$ cat config.mk
export PLATFORM = sky130hd
export DESIGN_NAME = soc_obi_xbar
export DESIGN_NICKNAME = d
export VERILOG_FILES = /design/src/rtl/soc_obi_pkg.sv /design/src/rtl/soc_obi_rr_arbiter.sv /design/src/rtl/soc_obi_xbar.sv
export SDC_FILE = /design/constraint.sdc
export NUM_CORES = 1
export LEC_CHECK = 0
export CELL_PAD_IN_SITES_DETAIL_PLACEMENT = 0
export CELL_PAD_IN_SITES_GLOBAL_PLACEMENT = 1
export CORE_AREA = 2 2 282 284
export CTS_BUF_LIST = sky130_fd_sc_hd__clkbuf_4 sky130_fd_sc_hd__clkbuf_8 sky130_fd_sc_hd__clkbuf_16
export DETAILED_ROUTE_END_ITERATION = 6
export DIE_AREA = 0 0 284 286
export HOLD_SLACK_MARGIN = 0.03
export PLACE_DENSITY_LB_ADDON = 0.1
export SYNTH_ARGS = -nofsm -noshare
export SYNTH_HDL_FRONTEND = slang
export SYNTH_HIERARCHICAL = 1
export SYNTH_SLANG_ARGS = --single-unit
$ cat constraint.sdc
create_clock -name clk_i -period 5.3 [get_ports clk_i]
set_clock_uncertainty 0.15 [all_clocks]
set_input_delay 0.53 -clock clk_i [delete_from_list [all_inputs] [get_ports clk_i]]
set_output_delay 0.53 -clock clk_i [all_outputs]
set_load 0.03 [all_outputs]
$ cat src/rtl/soc_obi_pkg.sv
// Shared types and index-width helpers for the OBI crossbar.
package soc_obi_pkg;

    // Default configuration of the crossbar.
    localparam int unsigned NUM_MST_DEF = 2;
    localparam int unsigned NUM_SLV_DEF = 3;
    localparam int unsigned ADDR_W_DEF  = 32;
    localparam int unsigned DATA_W_DEF  = 32;
    localparam int unsigned MAX_OUT_DEF = 4;

    // Index width for n items; a single item still needs one bit.
    function automatic int unsigned idx_w(input int unsigned n);
        return (n > 1) ? $clog2(n) : 1;
    endfunction

    localparam int unsigned MST_IDX_W = idx_w(NUM_MST_DEF);
    localparam int unsigned SLV_IDX_W = idx_w(NUM_SLV_DEF);
    localparam int unsigned OST_IDX_W = idx_w(MAX_OUT_DEF);

    // Address window owned by one slave: [start_addr, end_addr).
    typedef struct packed {
        logic [ADDR_W_DEF-1:0] start_addr;
        logic [ADDR_W_DEF-1:0] end_addr;
    } addr_rule_t;

    typedef struct packed {
        logic                    req;
        logic                    we;
        logic [ADDR_W_DEF-1:0]   addr;
        logic [DATA_W_DEF/8-1:0] be;
        logic [DATA_W_DEF-1:0]   wdata;
    } obi_req_t;

    typedef struct packed {
        logic                  gnt;
        logic                  rvalid;
        logic                  err;
        logic [DATA_W_DEF-1:0] rdata;
    } obi_rsp_t;

endpackage

$ cat src/rtl/soc_obi_rr_arbiter.sv
// Round-robin arbiter: one-hot grant, pointer moves past the winner on advance.
module soc_obi_rr_arbiter
    import soc_obi_pkg::*;
#(
    parameter int unsigned NUM_REQ = 2
) (
    input  logic               clk_i,
    input  logic               rst_ni,
    input  logic [NUM_REQ-1:0] req_i,
    input  logic               advance_i,
    output logic [NUM_REQ-1:0] gnt_o
);

    localparam int unsigned IDX_W = idx_w(NUM_REQ);

    logic [IDX_W-1:0] ptr_q;
    logic [IDX_W-1:0] win_idx;
    logic [IDX_W-1:0] next_ptr;
    logic             found;
    int unsigned      idx;

    // Search from the pointer upwards (wrapping) for the first requester.
    always_comb begin
        gnt_o   = '0;
        win_idx = '0;
        found   = 1'b0;
        idx     = 0;
        for (int unsigned i = 0; i < NUM_REQ; i++) begin
            idx = 32'(ptr_q) + i;
            if (idx >= NUM_REQ) begin
                idx = idx - NUM_REQ;
            end
            if (!found && req_i[idx[IDX_W-1:0]]) begin
                found                   = 1'b1;
                gnt_o[idx[IDX_W-1:0]]   = 1'b1;
                win_idx                 = idx[IDX_W-1:0];
            end
        end
        next_ptr = (win_idx == IDX_W'(NUM_REQ - 1)) ? '0 : win_idx + IDX_W'(1);
    end

    // Pointer only moves on an accepted transfer.
    always_ff @(posedge clk_i or negedge rst_ni) begin
        if (!rst_ni) begin
            ptr_q <= '0;
        end else if (advance_i && found) begin
            ptr_q <= next_ptr;
        end
    end

endmodule

$ cat src/rtl/soc_obi_xbar.sv
// OBI crossbar: NUM_MST cores to NUM_SLV memories/peripherals, in-order responses.
// Optional SOC_OBI_XBAR_DECERR_EN adds a local error responder for unmapped addresses.
module soc_obi_xbar
    import soc_obi_pkg::*;
#(
    parameter int unsigned NUM_MST         = NUM_MST_DEF,
    parameter int unsigned NUM_SLV         = NUM_SLV_DEF,
    parameter int unsigned ADDR_W          = ADDR_W_DEF,
    parameter int unsigned DATA_W          = DATA_W_DEF,
    parameter int unsigned MAX_OUTSTANDING = MAX_OUT_DEF,
    parameter int unsigned DEFAULT_SLV     = 0
) (
    input  logic                               clk_i,
    input  logic                               rst_ni,
    input  logic [NUM_MST-1:0]                 mst_req_i,
    input  logic [NUM_MST-1:0]                 mst_we_i,
    input  logic [NUM_MST-1:0][ADDR_W-1:0]     mst_addr_i,
    input  logic [NUM_MST-1:0][DATA_W/8-1:0]   mst_be_i,
    input  logic [NUM_MST-1:0][DATA_W-1:0]     mst_wdata_i,
    output logic [NUM_MST-1:0]                 mst_gnt_o,
    output logic [NUM_MST-1:0]                 mst_rvalid_o,
    output logic [NUM_MST-1:0]                 mst_err_o,
    output logic [NUM_MST-1:0][DATA_W-1:0]     mst_rdata_o,
    output logic [NUM_SLV-1:0]                 slv_req_o,
    output logic [NUM_SLV-1:0]                 slv_we_o,
    output logic [NUM_SLV-1:0][ADDR_W-1:0]     slv_addr_o,
    output logic [NUM_SLV-1:0][DATA_W/8-1:0]   slv_be_o,
    output logic [NUM_SLV-1:0][DATA_W-1:0]     slv_wdata_o,
    input  logic [NUM_SLV-1:0]                 slv_gnt_i,
    input  logic [NUM_SLV-1:0]                 slv_rvalid_i,
    input  logic [NUM_SLV-1:0]                 slv_err_i,
    input  logic [NUM_SLV-1:0][DATA_W-1:0]     slv_rdata_i,
    input  logic [NUM_SLV-1:0][ADDR_W-1:0]     rule_start_i,
    input  logic [NUM_SLV-1:0][ADDR_W-1:0]     rule_end_i
);

    localparam int unsigned MST_W = idx_w(NUM_MST);
    localparam int unsigned OST_W = $clog2(MAX_OUTSTANDING);
    localparam int unsigned TGT_W = idx_w(NUM_SLV + 1);
    localparam logic [OST_W:0] CNT_MAX = (OST_W + 1)'(MAX_OUTSTANDING);

`ifdef SOC_OBI_XBAR_DECERR_EN
    localparam int unsigned UNMAPPED_TGT = NUM_SLV;
`else
    localparam int unsigned UNMAPPED_TGT = DEFAULT_SLV;
`endif

    logic [NUM_MST-1:0][TGT_W-1:0]                     tgt;
    logic [NUM_MST-1:0]                                mapped;
    logic [NUM_MST-1:0]                                elig;
    logic [NUM_MST-1:0][OST_W:0]                       cnt_q;
    logic [NUM_MST-1:0][TGT_W-1:0]                     last_q;
    logic [NUM_SLV-1:0][NUM_MST-1:0]                   arb_req;
    logic [NUM_SLV-1:0][NUM_MST-1:0]                   arb_gnt;
    logic [NUM_SLV-1:0][MST_W-1:0]                     win_idx;
    logic [NUM_SLV-1:0]                                push;
    logic [NUM_SLV-1:0]                                pop;
    logic [NUM_SLV-1:0]                                fifo_full;
    logic [NUM_SLV-1:0]                                fifo_empty;
    logic [NUM_SLV-1:0][MST_W-1:0]                     head;
    logic [NUM_SLV-1:0][MAX_OUTSTANDING-1:0][MST_W-1:0] fifo_mem_q;
    logic [NUM_SLV-1:0][OST_W-1:0]                     wptr_q;
    logic [NUM_SLV-1:0][OST_W-1:0]                     rptr_q;
    logic [NUM_SLV-1:0][OST_W:0]                       fcnt_q;
    logic [NUM_MST-1:0]                                derr_gnt;
    logic [NUM_MST-1:0]                                derr_q;

    // Address decode: first (lowest-index) matching window wins.
    always_comb begin
        tgt    = '0;
        mapped = '0;
        for (int unsigned m = 0; m < NUM_MST; m++) begin
            tgt[m] = TGT_W'(UNMAPPED_TGT);
            for (int unsigned k = 0; k < NUM_SLV; k++) begin
                if (!mapped[m] && (mst_addr_i[m] >= rule_start_i[k]) &&
                    (mst_addr_i[m] < rule_end_i[k])) begin
                    mapped[m] = 1'b1;
                    tgt[m]    = TGT_W'(k);
                end
            end
        end
    end

    // A master may issue only below the limit and only to its current target while busy.
    always_comb begin
        elig    = '0;
        arb_req = '0;
        for (int unsigned m = 0; m < NUM_MST; m++) begin
            elig[m] = rst_ni && mst_req_i[m] && (cnt_q[m] != CNT_MAX) &&
                      ((cnt_q[m] == '0) || (last_q[m] == tgt[m]));
            for (int unsigned s = 0; s < NUM_SLV; s++) begin
                arb_req[s][m] = elig[m] && (tgt[m] == TGT_W'(s)) && !fifo_full[s];
            end
        end
    end

    for (genvar s = 0; s < NUM_SLV; s++) begin : g_slv
        soc_obi_rr_arbiter #(
            .NUM_REQ (NUM_MST)
        ) u_arb (
            .clk_i     (clk_i),
            .rst_ni    (rst_ni),
            .req_i     (arb_req[s]),
            .advance_i (push[s]),
            .gnt_o     (arb_gnt[s])
        );

        // A slave must never answer without an accepted request in flight.
        a_no_orphan_rsp: assert property (@(posedge clk_i) disable iff (!rst_ni)
            !(slv_rvalid_i[s] && fifo_empty[s]));
    end

    // Winner's request fields drive each slave port; grant is reflected back.
    always_comb begin
        slv_req_o   = '0;
        slv_we_o    = '0;
        slv_addr_o  = '0;
        slv_be_o    = '0;
        slv_wdata_o = '0;
        win_idx     = '0;
        push        = '0;
        mst_gnt_o   = derr_gnt;
        for (int unsigned s = 0; s < NUM_SLV; s++) begin
            slv_req_o[s] = |arb_req[s];
            push[s]      = slv_req_o[s] && slv_gnt_i[s];
            for (int unsigned m = 0; m < NUM_MST; m++) begin
                if (arb_gnt[s][m]) begin
                    slv_we_o[s]    = mst_we_i[m];
                    slv_addr_o[s]  = mst_addr_i[m];
                    slv_be_o[s]    = mst_be_i[m];
                    slv_wdata_o[s] = mst_wdata_i[m];
                    win_idx[s]     = MST_W'(m);
                    if (slv_gnt_i[s]) begin
                        mst_gnt_o[m] = 1'b1;
                    end
                end
            end
        end
    end

    // Responses go straight to the master recorded at the head of each ID FIFO.
    always_comb begin
        mst_rvalid_o = derr_q;
        mst_err_o    = derr_q;
        mst_rdata_o  = '0;
        pop          = '0;
        head         = '0;
        fifo_full    = '0;
        fifo_empty   = '0;
        for (int unsigned s = 0; s < NUM_SLV; s++) begin
            fifo_full[s]  = (fcnt_q[s] == CNT_MAX);
            fifo_empty[s] = (fcnt_q[s] == '0);
            head[s]       = fifo_mem_q[s][rptr_q[s]];
            pop[s]        = slv_rvalid_i[s] && !fifo_empty[s];
            if (pop[s]) begin
                mst_rvalid_o[head[s]] = 1'b1;
                mst_err_o[head[s]]    = slv_err_i[s];
                mst_rdata_o[head[s]]  = slv_rdata_i[s];
            end
        end
    end

    // Per-slave ID FIFOs tracking which master owns each in-flight transfer.
    always_ff @(posedge clk_i or negedge rst_ni) begin
        if (!rst_ni) begin
            fifo_mem_q <= '0;
            wptr_q     <= '0;
            rptr_q     <= '0;
            fcnt_q     <= '0;
        end else begin
            for (int unsigned s = 0; s < NUM_SLV; s++) begin
                if (push[s]) begin
                    fifo_mem_q[s][wptr_q[s]] <= win_idx[s];
                    wptr_q[s]                <= wptr_q[s] + OST_W'(1);
                end
                if (pop[s]) begin
                    rptr_q[s] <= rptr_q[s] + OST_W'(1);
                end
                if (push[s] && !pop[s]) begin
                    fcnt_q[s] <= fcnt_q[s] + (OST_W + 1)'(1);
                end else if (!push[s] && pop[s]) begin
                    fcnt_q[s] <= fcnt_q[s] - (OST_W + 1)'(1);
                end
            end
        end
    end

    // Per-master outstanding count and current target.
    always_ff @(posedge clk_i or negedge rst_ni) begin
        if (!rst_ni) begin
            cnt_q  <= '0;
            last_q <= '0;
        end else begin
            for (int unsigned m = 0; m < NUM_MST; m++) begin
                if (mst_gnt_o[m] && !mst_rvalid_o[m]) begin
                    cnt_q[m] <= cnt_q[m] + (OST_W + 1)'(1);
                end else if (!mst_gnt_o[m] && mst_rvalid_o[m] && (cnt_q[m] != '0)) begin
                    cnt_q[m] <= cnt_q[m] - (OST_W + 1)'(1);
                end
                if (mst_gnt_o[m]) begin
                    last_q[m] <= tgt[m];
                end
            end
        end
    end

`ifdef SOC_OBI_XBAR_DECERR_EN
    // Error responder: accept unmapped requests at once, answer one cycle later.
    // The one-cycle latency keeps each master's responses in order without a FIFO.
    always_comb begin
        derr_gnt = '0;
        for (int unsigned m = 0; m < NUM_MST; m++) begin
            derr_gnt[m] = elig[m] && (tgt[m] == TGT_W'(NUM_SLV));
        end
    end

    // Error response pipeline stage.
    always_ff @(posedge clk_i or negedge rst_ni) begin
        if (!rst_ni) begin
            derr_q <= '0;
        end else begin
            derr_q <= derr_gnt;
        end
    end
`else
    assign derr_gnt = '0;
    assign derr_q   = '0;
`endif

endmodule
==> results.yml <==
clocking:
  cts_num_sinks: 46
  insertion_delay_ps: 290
  numCtsBuffers: 5
  cts.path.max_buffers: 2
  cts_tree: "done"
  clkSlewWorstSetupHoldPaths_ps: 70
  root_buffer: "clkbuf_16"
  h-tree-depth: 2
global_routing:
  overflow: 0
  grt_pass1_wl_microns: 133000
  grt_pass1_vias: 20113
  grt_max_degree: 61
  antenna_found_initial: 43
  grt_usage: 0.217
logic_synthesis:
  avgSynthCellArea_sq_um: 7.78
  synthTopCellsByArea: "ha_1, a22o_1, dfrtp_1, inv_1, o21ai_0"
  syn_nets: 2722
  synth_edf_count: 0
  synth_seq_cells: 46
  synth_common_cells: "ha_1, inv_1, a22o_1"
  synth_top_area_frac: 0.335
  yosysMostFrequentCell: "ha_1"
  ys.flop_type: "dfrtp_1"
  synth_area_sq_um: 14700
  synthDistinctLibCells: 70
  ys.warnings.count: 6
  syn_inst: 1885
  synthArstFlopShare: 1.00
  yosys.area.top_type: "ha_1"
  synth_seq_area_share: 0.0785
drt:
  vias_per_cell: 4.80
  wirelength_microns: 95800
  ant_nets: 0
  routedWlPerCell_microns: 23.4
  num_vias: 19607
  drtIter0Drc: 801
  drc: 0
  drt_first_pass_iters: 6
sta:
  relSlewSlack: 0.389
  setup_ws_ps: 90.1
  post-route-min-period_ps: 5210
  setup_viol: 0
  fin_crit_sh: 0.983
  slew_viol_final: 0
  tightest_slew_ps: 908
  timing_hold_violations_final: 0
  fmaxAchievable_mhz: 192
place:
  place.gp.congestion: 0.917
  dp_hpwl_microns: 78200
  placed_cell_area_sq_um: 26500
  io_buffers: 718
  dpl_worst_slack_ps: -1050
finish:
  fillCellCount: 8035
  finalInstanceArea_sq_um: 30700
  area_delta_synth_final_pct: 109
  multi_input_area_sq_um: 15100
  seqCellArea_sq_um: 1150
  fin_nets: 3853
  drive_gt1_frac: 0.408
floorplanning:
  dieWidth_microns: 284
  rows: 103
  dieArea_sq_um: 81200
  start_util: 0.187
  ios: 719
  die_h_microns: 286
  core_area_sq_um: 78400
setup_path:
  rr_worst_depth: 14
  critPathRequiredTime_ps: 4620
  worstSetupEndpointType: "output port"
  path_class: "in2out"
  cp-start-kind: "input pin"
  path_max_fanout: 7
  r2r-start: "cnt_q[0]"
  critical_path_arrival_ps: 4530
  r2r_setup_slack_ps: 1450
  r2r_end: "cnt_q[4]"
power_and_ir_drop:
  finalPower_mw: 5.52
  power.leakage_nw: 14.8
  vdd_drop_max_mv: 0.151
  p_per_area_nw_per_um2: 180
run:
  drv_cap: 0
status:
  status: "finished, final reports clean"
hold_path:
  hold_path.class: "in2async"
flip-flops by register name, summed over array words and instances (netlist names), named ones only:
register,flops
fcnt_q,9
last_q,4
cnt_q,6
fifo_mem_q,12
wptr_q,6
rptr_q,6
worst max-delay path by stage:
stage	to	slack [ps]	cells after the start	startpoint
5_1_grt	slv_wdata_o[47]	-30	22	rule_end_i[49]
4_1_cts	slv_addr_o[48]	-330	21	mst_addr_i[28]
6_report	slv_wdata_o[44]	90	21	mst_addr_i[15]
2_1_floorplan	slv_addr_o[43]	30	18	rule_end_i[15]
3_5_place_dp	slv_addr_o[59]	-1050	20	mst_addr_i[31]
3_3_place_gp	slv_addr_o[45]	-890	20	mst_addr_i[31]
area by class of cell:
cell class | count | area share
Sequential cell | 46 | 0.0375
Tap cell | 1050 | 0.0428
Multi-Input combinational cell | 1544 | 0.493
Clock buffer | 6 | 0.00452
Timing Repair Buffer | 1201 | 0.392
Inverter | 218 | 0.0268
Antenna cell | 19 | 0.00155
Clock inverter | 2 | 0.00196
worst max-delay path, stage by stage:
cell and delay [ps]:
buf_4 150, buf_8 130, ha_1 280, nand4_1 220, o32ai_2 340, a2111o_1 310, a41oi_2 160, buf_4 160
o21ba_4 190, and3b_1 180, a311o_4 310, or2_4 260, nor2_4 80, buf_6 120, a21boi_4 180, nor2b_4 180
buf_12 170, buf_12 130, buf_16 120, a22o_1 130, buf_4 160
where the power goes:
part / switching [mW] / total, mW / internal [mW]
Combinational: 2.32 / 4.44 / 2.12
Clock: 0.141 / 0.425 / 0.283
Sequential: 0.160 / 0.654 / 0.494
through the flow:
| step | hold slack, ps | util | setup TNS [ps] | std cells |
|---|---|---|---|---|
| floorplan | 84.4 | - | 0 | 1885 |
| global placement | 304 | 0.338 | -171400 | 3976 |
| detailed placement | 322 | 0.338 | -190220 | 3976 |
| CTS | 334 | 0.351 | -50850 | 4010 |
| global route | 351 | 0.392 | -393 | 4076 |
| finish | 319 | 0.392 | 0 | 4086 |
cells in the final DEF (no fill, tap or decap), types with 8 or more instances in the layout:
cell,count
a211o_1,9
a21oi_2,26
dlymetal6s2s_1,146
nor3_1,12
diode_2,19
dfrtp_1,46
a21o_1,42
ha_1,269
xor2_1,10
o21ai_1,13
o21ai_0,120
a22oi_1,66
mux2_2,11
nand2_2,10
inv_1,86
ha_2,9
buf_12,89
clkdlybuf4s50_1,331
nand3_1,28
buf_4,546
buf_6,49
xnor2_1,10
a22o_1,149
and4_1,10
inv_2,131
nand4_1,43
nand2b_1,12
nand2_1,149
clkbuf_2,20
nor2_1,63
a22o_4,17
a22o_2,38
o21ai_2,14
a21oi_1,87
clkbuf_16,9
ha_4,115
nor2b_1,8
kinds of logic after synthesis:
| group | after synthesis | synth area share |
|---|---|---|
| adders and majority gates | 398 | 0.342 |
| AOI/OAI and AO/OA | 694 | 0.336 |
| buffers and inverters | 295 | 0.0755 |
| DFF | 46 | 0.0785 |
| and+or+nand+nor | 409 | 0.135 |
| muxes | 23 | 0.0209 |
| xor gates and xnor gates | 20 | 0.0119 |
per-layer routing:
layer	vias up	part of all wire	global-route usage
li1	9462	-	-
met1	9348	0.42	0.261
met2	607	0.49	0.386
met3	154	0.058	0.0456
met4	36	0.030	0.0684
met5	-	0.0024	0
repair_timing:
action / CTS / global route
pin swaps: 16 / 145
buffers inserted: 20 / 63
cloned: 6 / 4
resized for setup: 131 / 680
endpoints found under the setup margin: 226 / 215
hold buffers: 0 / 0
Power figures use the tool's default switching activity.
